File: src/rtl/spi_xfer_arbiter.sv
// spi_xfer_arbiter: round-robin burst arbiter sharing one SPI byte engine between two
// byte-stream requesters, with per-requester slave selects and setup/hold spacing.
module spi_xfer_arbiter #(
    parameter int CS_SETUP = 2,
    parameter int CS_HOLD  = 2,
    parameter int CNT_W    = 8
) (
    input  logic        wb_clk_i,
    input  logic        wb_rst_i,
    input  logic [1:0]  req_i,
    input  logic [1:0]  last_i,
    input  logic [15:0] tx_i,
    output logic [1:0]  ack_o,
    output logic [1:0]  gnt_o,
    output logic [7:0]  rx_o,
    output logic [1:0]  rx_valid_o,
    output logic        eng_start_o,
    output logic [7:0]  eng_tx_o,
    input  logic        eng_busy_i,
    input  logic        eng_done_i,
    input  logic [7:0]  eng_rx_i,
    output logic [1:0]  spi_ss_o
);
    typedef enum logic [2:0] {IDLE, SETUP, START, WAIT, NEXT, HOLD} state_t;

    state_t           state_q, state_d;
    logic             own_q, own_d, ptr_q, ptr_d, last_q, last_d, start_q, start_d;
    logic [1:0]       gnt_q, gnt_d, ack_q, ack_d, rxv_q, rxv_d;
    logic [7:0]       tx_q, tx_d, rx_q, rx_d;
    logic [CNT_W-1:0] cnt_q, cnt_d;
    logic [1:0]       own_oh;
    logic             own_req;
    logic [7:0]       own_tx;

    assign own_oh  = own_q ? 2'b10 : 2'b01;
    assign own_req = req_i[own_q];
    assign own_tx  = own_q ? tx_i[15:8] : tx_i[7:0];

    always_comb begin
        state_d = state_q;
        own_d   = own_q;
        ptr_d   = ptr_q;
        last_d  = last_q;
        gnt_d   = gnt_q;
        cnt_d   = cnt_q;
        tx_d    = tx_q;
        rx_d    = rx_q;
        start_d = 1'b0;
        ack_d   = 2'b00;
        rxv_d   = 2'b00;
        case (state_q)
            IDLE: if (|req_i) begin
                own_d   = (req_i == 2'b11) ? ptr_q : req_i[1];
                gnt_d   = own_d ? 2'b10 : 2'b01;
                cnt_d   = CNT_W'(CS_SETUP);
                state_d = (CS_SETUP == 0) ? START : SETUP;
            end
            SETUP: begin
                cnt_d   = cnt_q - CNT_W'(1);
                state_d = (cnt_q <= CNT_W'(1)) ? START : SETUP;
            end
            START: if (!eng_busy_i && own_req) begin
                start_d = 1'b1;
                tx_d    = own_tx;
                ack_d   = own_oh;
                last_d  = last_i[own_q];
                state_d = WAIT;
            end
            WAIT: if (eng_done_i) begin
                rx_d    = eng_rx_i;
                rxv_d   = own_oh;
                cnt_d   = CNT_W'(CS_HOLD);
                state_d = last_q ? HOLD : NEXT;
            end
            NEXT: begin
                cnt_d   = CNT_W'(CS_HOLD);
                state_d = own_req ? START : HOLD;
            end
            HOLD: if (cnt_q == '0) begin
                gnt_d   = 2'b00;
                ptr_d   = ~own_q;
                state_d = IDLE;
            end else begin
                cnt_d = cnt_q - CNT_W'(1);
            end
            default: state_d = IDLE;
        endcase
    end

    // Async reset also drops SS immediately, aborting any burst in flight.
    always_ff @(posedge wb_clk_i or posedge wb_rst_i) begin
        if (wb_rst_i) begin
            state_q <= IDLE;
            own_q   <= 1'b0;
            ptr_q   <= 1'b0;
            last_q  <= 1'b0;
            start_q <= 1'b0;
            gnt_q   <= 2'b00;
            ack_q   <= 2'b00;
            rxv_q   <= 2'b00;
            tx_q    <= 8'h00;
            rx_q    <= 8'h00;
            cnt_q   <= '0;
        end else begin
            state_q <= state_d;
            own_q   <= own_d;
            ptr_q   <= ptr_d;
            last_q  <= last_d;
            start_q <= start_d;
            gnt_q   <= gnt_d;
            ack_q   <= ack_d;
            rxv_q   <= rxv_d;
            tx_q    <= tx_d;
            rx_q    <= rx_d;
            cnt_q   <= cnt_d;
        end
    end

    assign gnt_o       = gnt_q;
    assign ack_o       = ack_q;
    assign rx_valid_o  = rxv_q;
    assign rx_o        = rx_q;
    assign eng_start_o = start_q;
    assign eng_tx_o    = tx_q;
    assign spi_ss_o    = ~gnt_q;
endmodule

File: config.mk
export PLATFORM = sky130hd
export DESIGN_NAME = spi_xfer_arbiter
export DESIGN_NICKNAME = d
export VERILOG_FILES = /design/src/rtl/spi_xfer_arbiter.sv
export SDC_FILE = /design/constraint.sdc
export NUM_CORES = 1
export LEC_CHECK = 0
export CAP_MARGIN = 30
export CORE_ASPECT_RATIO = 1.5
export CORE_MARGIN = 2
export CORE_UTILIZATION = 46
export CTS_CLUSTER_SIZE = 12
export DETAILED_ROUTE_END_ITERATION = 8
export GPL_ROUTABILITY_DRIVEN = 0
export PLACE_DENSITY = 0.86
export REMOVE_ABC_BUFFERS = 1
export SYNTH_ARGS = -nofsm -noshare
export SYNTH_HDL_FRONTEND = slang
export SYNTH_SLANG_ARGS = --single-unit
File: constraint.sdc
create_clock -name wb_clk_i -period 2.41 [get_ports wb_clk_i]
set_clock_uncertainty 0.05 [all_clocks]
set_input_delay 0.482 -clock wb_clk_i [delete_from_list [all_inputs] [get_ports wb_clk_i]]
set_output_delay 0.482 -clock wb_clk_i [all_outputs]
set_load 0.02 [all_outputs]
### Word level (Yosys, flattened, before mapping)

Cells that the tools add are included.

* bits in registers: 37
* input port bits: 32
* output and inout port bits: 25
* word-level logic and storage cells: 70

* add/subtract/negate cells: 1
* magnitude comparators: 2
* equal/unequal tests: 11
* multiplexer cells: 29
* bitwise operators: 2
* reduce and logical (&&, ||, !) cells: 14

Operators with widths (number)
* $pmux W8 S5: 1
* $mux W8: 4
* $mux W2: 9
* $pmux W3 S6: 1
* $mux W3: 5
* $ne A2 B2 Y1 const B: 5
* $le A8 B1 Y1 const B: 1
* $logic_not A8 Y1: 1
* $mux W1: 8
* $reduce_and A2 Y1: 4
* $reduce_and A4 Y1: 2
* $sub A8 B1 Y8 const B: 1
* $eq A3 B2 Y1 const B: 2
* $eq A3 B3 Y1 const B: 2
* $reduce_bool A5 Y1: 1
* $pmux W2 S2: 1
* $eq A3 B1 Y1 const B: 1
* $logic_not A3 Y1: 1
* $reduce_and A3 Y1: 1
* $eq A2 B2 Y1 const B: 1
* $lt A1 B2 Y1 const B: 1
* $not A2 Y2: 1
* $reduce_bool A2 Y1: 1
* $reduce_or A2 Y1: 1
* other kinds (3): 3

### Depth between registers and ports, before layout

* word-level depth: 5
* mapped depth: 7

### Least setup slack after synthesis

No wires, ideal clock.

* kind: reg2reg
* from: reg cnt_q[0]
* to: reg cnt_q[4]
* library setup time: 77 ps
* arrival time: 1700 ps
* path slack: 582 ps
* cell stages (with the launch flop): 8
* path buffers: 1
* period minus slack after synthesis: 1828 ps
* cells stage by stage: dfrtp_1 inv_1 ha_1 nor4b_2 and4_4 buf_6 or4_1 a21oi_1

* cells in the longest elaborated chain, start to end: 3
* elaborated cells between the ends (all ways): 6

RTL lines
* start, declared: RTL line 30 `logic [CNT_W-1:0] cnt_q, cnt_d;`
* start signal, assigned: RTL line 115 `cnt_q <= cnt_d;`
* $sub A8 B1 Y8 or $logic_not A8 Y1 (tied branches): RTL line 59, 84, 79
* $mux W8 or $ne A2 B2 Y1 (tied branches)
* $pmux W8 S5 or $reduce_and A4 Y1 (tied branches)

Parallel ways exist; a longest one is shown, timed or not. The select of a mux whose other input is x is not followed.
A chain may end at the register's enable or synchronous reset.

### Final worst setup path

* from: in req_i[0]
* to: reg cnt_q[7]

* cells in the longest elaborated chain, start to end: 3

RTL lines
* start, declared: RTL line 10 `input logic [1:0] req_i,`
* $reduce_or A2 Y1: RTL line 52 `IDLE: if (|req_i) begin`
* $ne A2 B2 Y1 (no source line)
* $reduce_and A4 Y1 (no source line)

No other way between the ends.

==> summary.md <==
| Metric | Value |
|---|---|
| IO Pins | 57 |
| # resized after CTS | 0 |
| # placed instances | 271 |
| # diodes | 0 |
| Pleak | 1.12 nW |
| Total power | 3.00 mW |
| CTS clk-pin slew, worst paths | 70 ps |
| Clock Sinks | 37 |
| Die height | 81.3 um |
| Syn Inst Count | 173 |
| Period minus WS final | 1980 ps |
| Crit path cell chain | clkdlybuf4s50_1, or4_1, o211ai_2, buf_4, or4_1, a21oi_1 |
| Max Cap Viol | 0 |
| Post-route antenna net violation count | 0 |
| Peak VDD IR | 0.900 mV |
| FF/Latch Area | 926 um2 |
| RSZ-0062 raised after global routing | no |
| Util after Layout | 66.2% |
| Inserted Clock Buffers | 5 |
| Max Fclk | 505 MHz |
| Final WL | 4010 um |
| Worst-skew pair later-pin latency | 290 ps |
| Crit start category | input pin |
| WHS | 447 ps |
| Worst R2R Path Depth | 5 |
| Area grow syn2layout | 40.4% |
| WP depth | 6 |
| Clk root buf | clkbuf_8 |
| Cell repeated most along the worst path | or4_1 |
| Run status | completed |
| Hold Violations, Final | 0 |
| CP max FO | 12 |
| Post-synth top area share | 50.5% |
| Vias in the first global route | 1582 |
| Setup Slack @ Placement | 153 ps |
| Drt pass-1 iters | 4 |
| Worst setup margin | 430 ps |
| DIE AREA | 4510 um2 |
| Post-Layout Inst Area | 2570 um2 |
| Crit. End Element | flop |
| Top delay family on crit path | buffers and inverters |
| CTS Hold Bufs | 0 |
| Slowest CP cell | clkdlybuf4s50_1 |
| Setup tns final | 0 ps |
| Share of cells above drive strength 1 | 11.1% |
| Core Rows | 28 |
| Worst Max-Slew Pin Slew | 494 ps |
| H-tree levels | 2 |
| Detailed placer's ending HPWL | 2960 um |
| Setup Viol. Count Final | 0 |
| Worst Path Buf+Inv | 2 |
| Vias per std cell | 5.52 |
| Post-CTS setup buffers | 0 |
| Synth Warn # | 0 |
| Crit path arrival time | 2140 ps |
| Worst hold path type | reg -> reg |
| Final slew viol count | 0 |
| Pin count of the biggest net entering global routing | 38 |
| Yosys cell types | 38 |
| Mapped cell area | 1830 um2 |
| CP required | 2570 ps |
| WL per Instance | 14.4 um |
| Slowest cell delay on critical path | 520 ps |
| Core ar. | 3890 um2 |
| Iter 0 DRT Violations | 33 |
| IO Port Bufs | 56 |
| Seq/Total Area, Yosys | 50.5% |
| Synth top area cells | dfrtp_1, mux2i_1, a21oi_1 |
| Slew margin rel. | 66.9% |
| Multi-input gate area | 813 um2 |
| Vias | 1541 |
| Critical path type | in -> reg |
| Yosys reg bits | 37 |
| Initial antenna violation count | 0 |
| Hold-critical path depth | 1 |
| CTS tree | done |
| Final Non-Filler Cells | 279 |
| Placed Area | 2440 um2 |
| Tcrit/Tclk final | 82.2% |
| Total Routing Usage GR | 19.3% |
| Initial Utilization | 47.1% |
| Fillers | 291 |
| Remaining routing DRC violations | 0 |
| Width of the die | 55.5 um |
| Mapped Avg Cell Area | 10.6 um2 |
| Pwr/cell area | 1170 nW/um2 |
| Final Net Count | 268 |
| Max clock buf depth | 2 |
| Largest area contributor in the netlist | dfrtp_1 |
| First-pass GRT wire length | 6910 um |
| GR Overflow Total | 0 |
-- synthesized netlist by cell type --
library cell and n:
nand2_1 5, inv_1 12, mux2_2 6, buf_1 1, o21ai_0 1, dfrtp_1 37
a21oi_1 15, and4_4 1, or4_1 5, nor4_1 2, nand3_1 6, nor4b_2 2
buf_2 3, nor2b_2 2, o211ai_2 1, a221o_1 1, ha_1 3, o2111ai_1 1
or3_1 3, clkbuf_1 1, nor2b_1 1, mux2_1 3, nor3_2 1, o21bai_1 1
a21o_1 1, o31ai_1 8, a31oi_1 2, a2bb2oi_1 1, o21ai_1 4, nand3b_1 1
mux2i_1 10, nor2_1 17, o311ai_0 1, nand4_1 2, nor3_1 3, nand2b_1 4
buf_6 3, and2_1 2
-- path summary, 6_finish.rpt --
path | slack, ps | end | start
worst max-delay path | 430 | cnt_q[7]$_DFFE_PP0P_ | req_i[0]
worst min-delay path | 450 | rx_o[3]$_DFFE_PP0P_ | rx_o[3]$_DFFE_PP0P_
worst max register to register | 470 | cnt_q[7]$_DFFE_PP0P_ | state_q[0]$_DFFE_PP0P_
worst min register to register | 450 | rx_o[3]$_DFFE_PP0P_ | rx_o[3]$_DFFE_PP0P_
max in group asynchronous | 1430 | eng_tx_o[2]$_DFFE_PP0P_ | wb_rst_i
min in group asynchronous | 550 | rx_o[2]$_DFFE_PP0P_ | wb_rst_i
-- worst reg2reg max path, delay by kind of cell (launching register included) --
family	cells	cell delay (ps)
and+or+nand+nor	2	730
AOI/OAI and AO/OA	2	290
DFF	1	610
buffers and inverters	1	180
-- cells in the final DEF, fill, tap and decap left out, drive strengths merged, types with 3 or more instances in the layout --
master / count
o21ai: 5
clkdlybuf4s50: 56
nand3: 6
clkbuf: 5
o31ai: 8
a21oi: 15
nor2: 17
mux2i: 10
nor3: 4
dfrtp: 37
buf: 5
nand2: 5
ha: 3
or4: 5
or3: 3
nand2b: 4
inv: 12
nor2b: 3
mux2: 9
-- flip-flops by register name, summed over array words and instances (netlist names) --
name / flops
gnt_o: 2
rx_o: 8
eng_start_o: 1
eng_tx_o: 8
ack_o: 2
own_q: 1
rx_valid_o: 2
last_q: 1
state_q: 3
ptr_q: 1
cnt_q: 8
-- cell type report --
cell class	count	share of cell area, %
Timing Repair Buffer	61	23.2
Multi-Input combinational cell	116	31.6
Clock buffer	5	2.68
Inverter	12	1.75
Tap cell	45	2.19
Sequential cell	37	36.0
Clock inverter	3	2.53
-- routing by layer --
| metal | up-vias | track usage [%] | part of all wire [%] | wire length [um] |
|---|---|---|---|---|
| li1 | 739 | - | - | - |
| met1 | 742 | 22.1 | 39 | 1560 |
| met2 | 50 | 33.9 | 53 | 2140 |
| met3 | 10 | 4.94 | 5.8 | 233 |
| met4 | 0 | 8.29 | 2.1 | 83 |
| met5 | - | 0 | 0 | 0 |
-- cells by family after synthesis --
logic type	share of synthesized area [%]
AOI/OAI and AO/OA	12.9
adders and majority gates	2.05
buffers and inverters	5.53
DFF	50.5
muxes	11.0
and+or+nand+nor	18.0
-- power by group --
group	internal (mW)	switching (mW)
sequential	0.847	0.187
clock	0.411	0.219
combinational	0.653	0.685
total	1.91	1.09
Note: power is estimated with default switching activity, not from simulation.
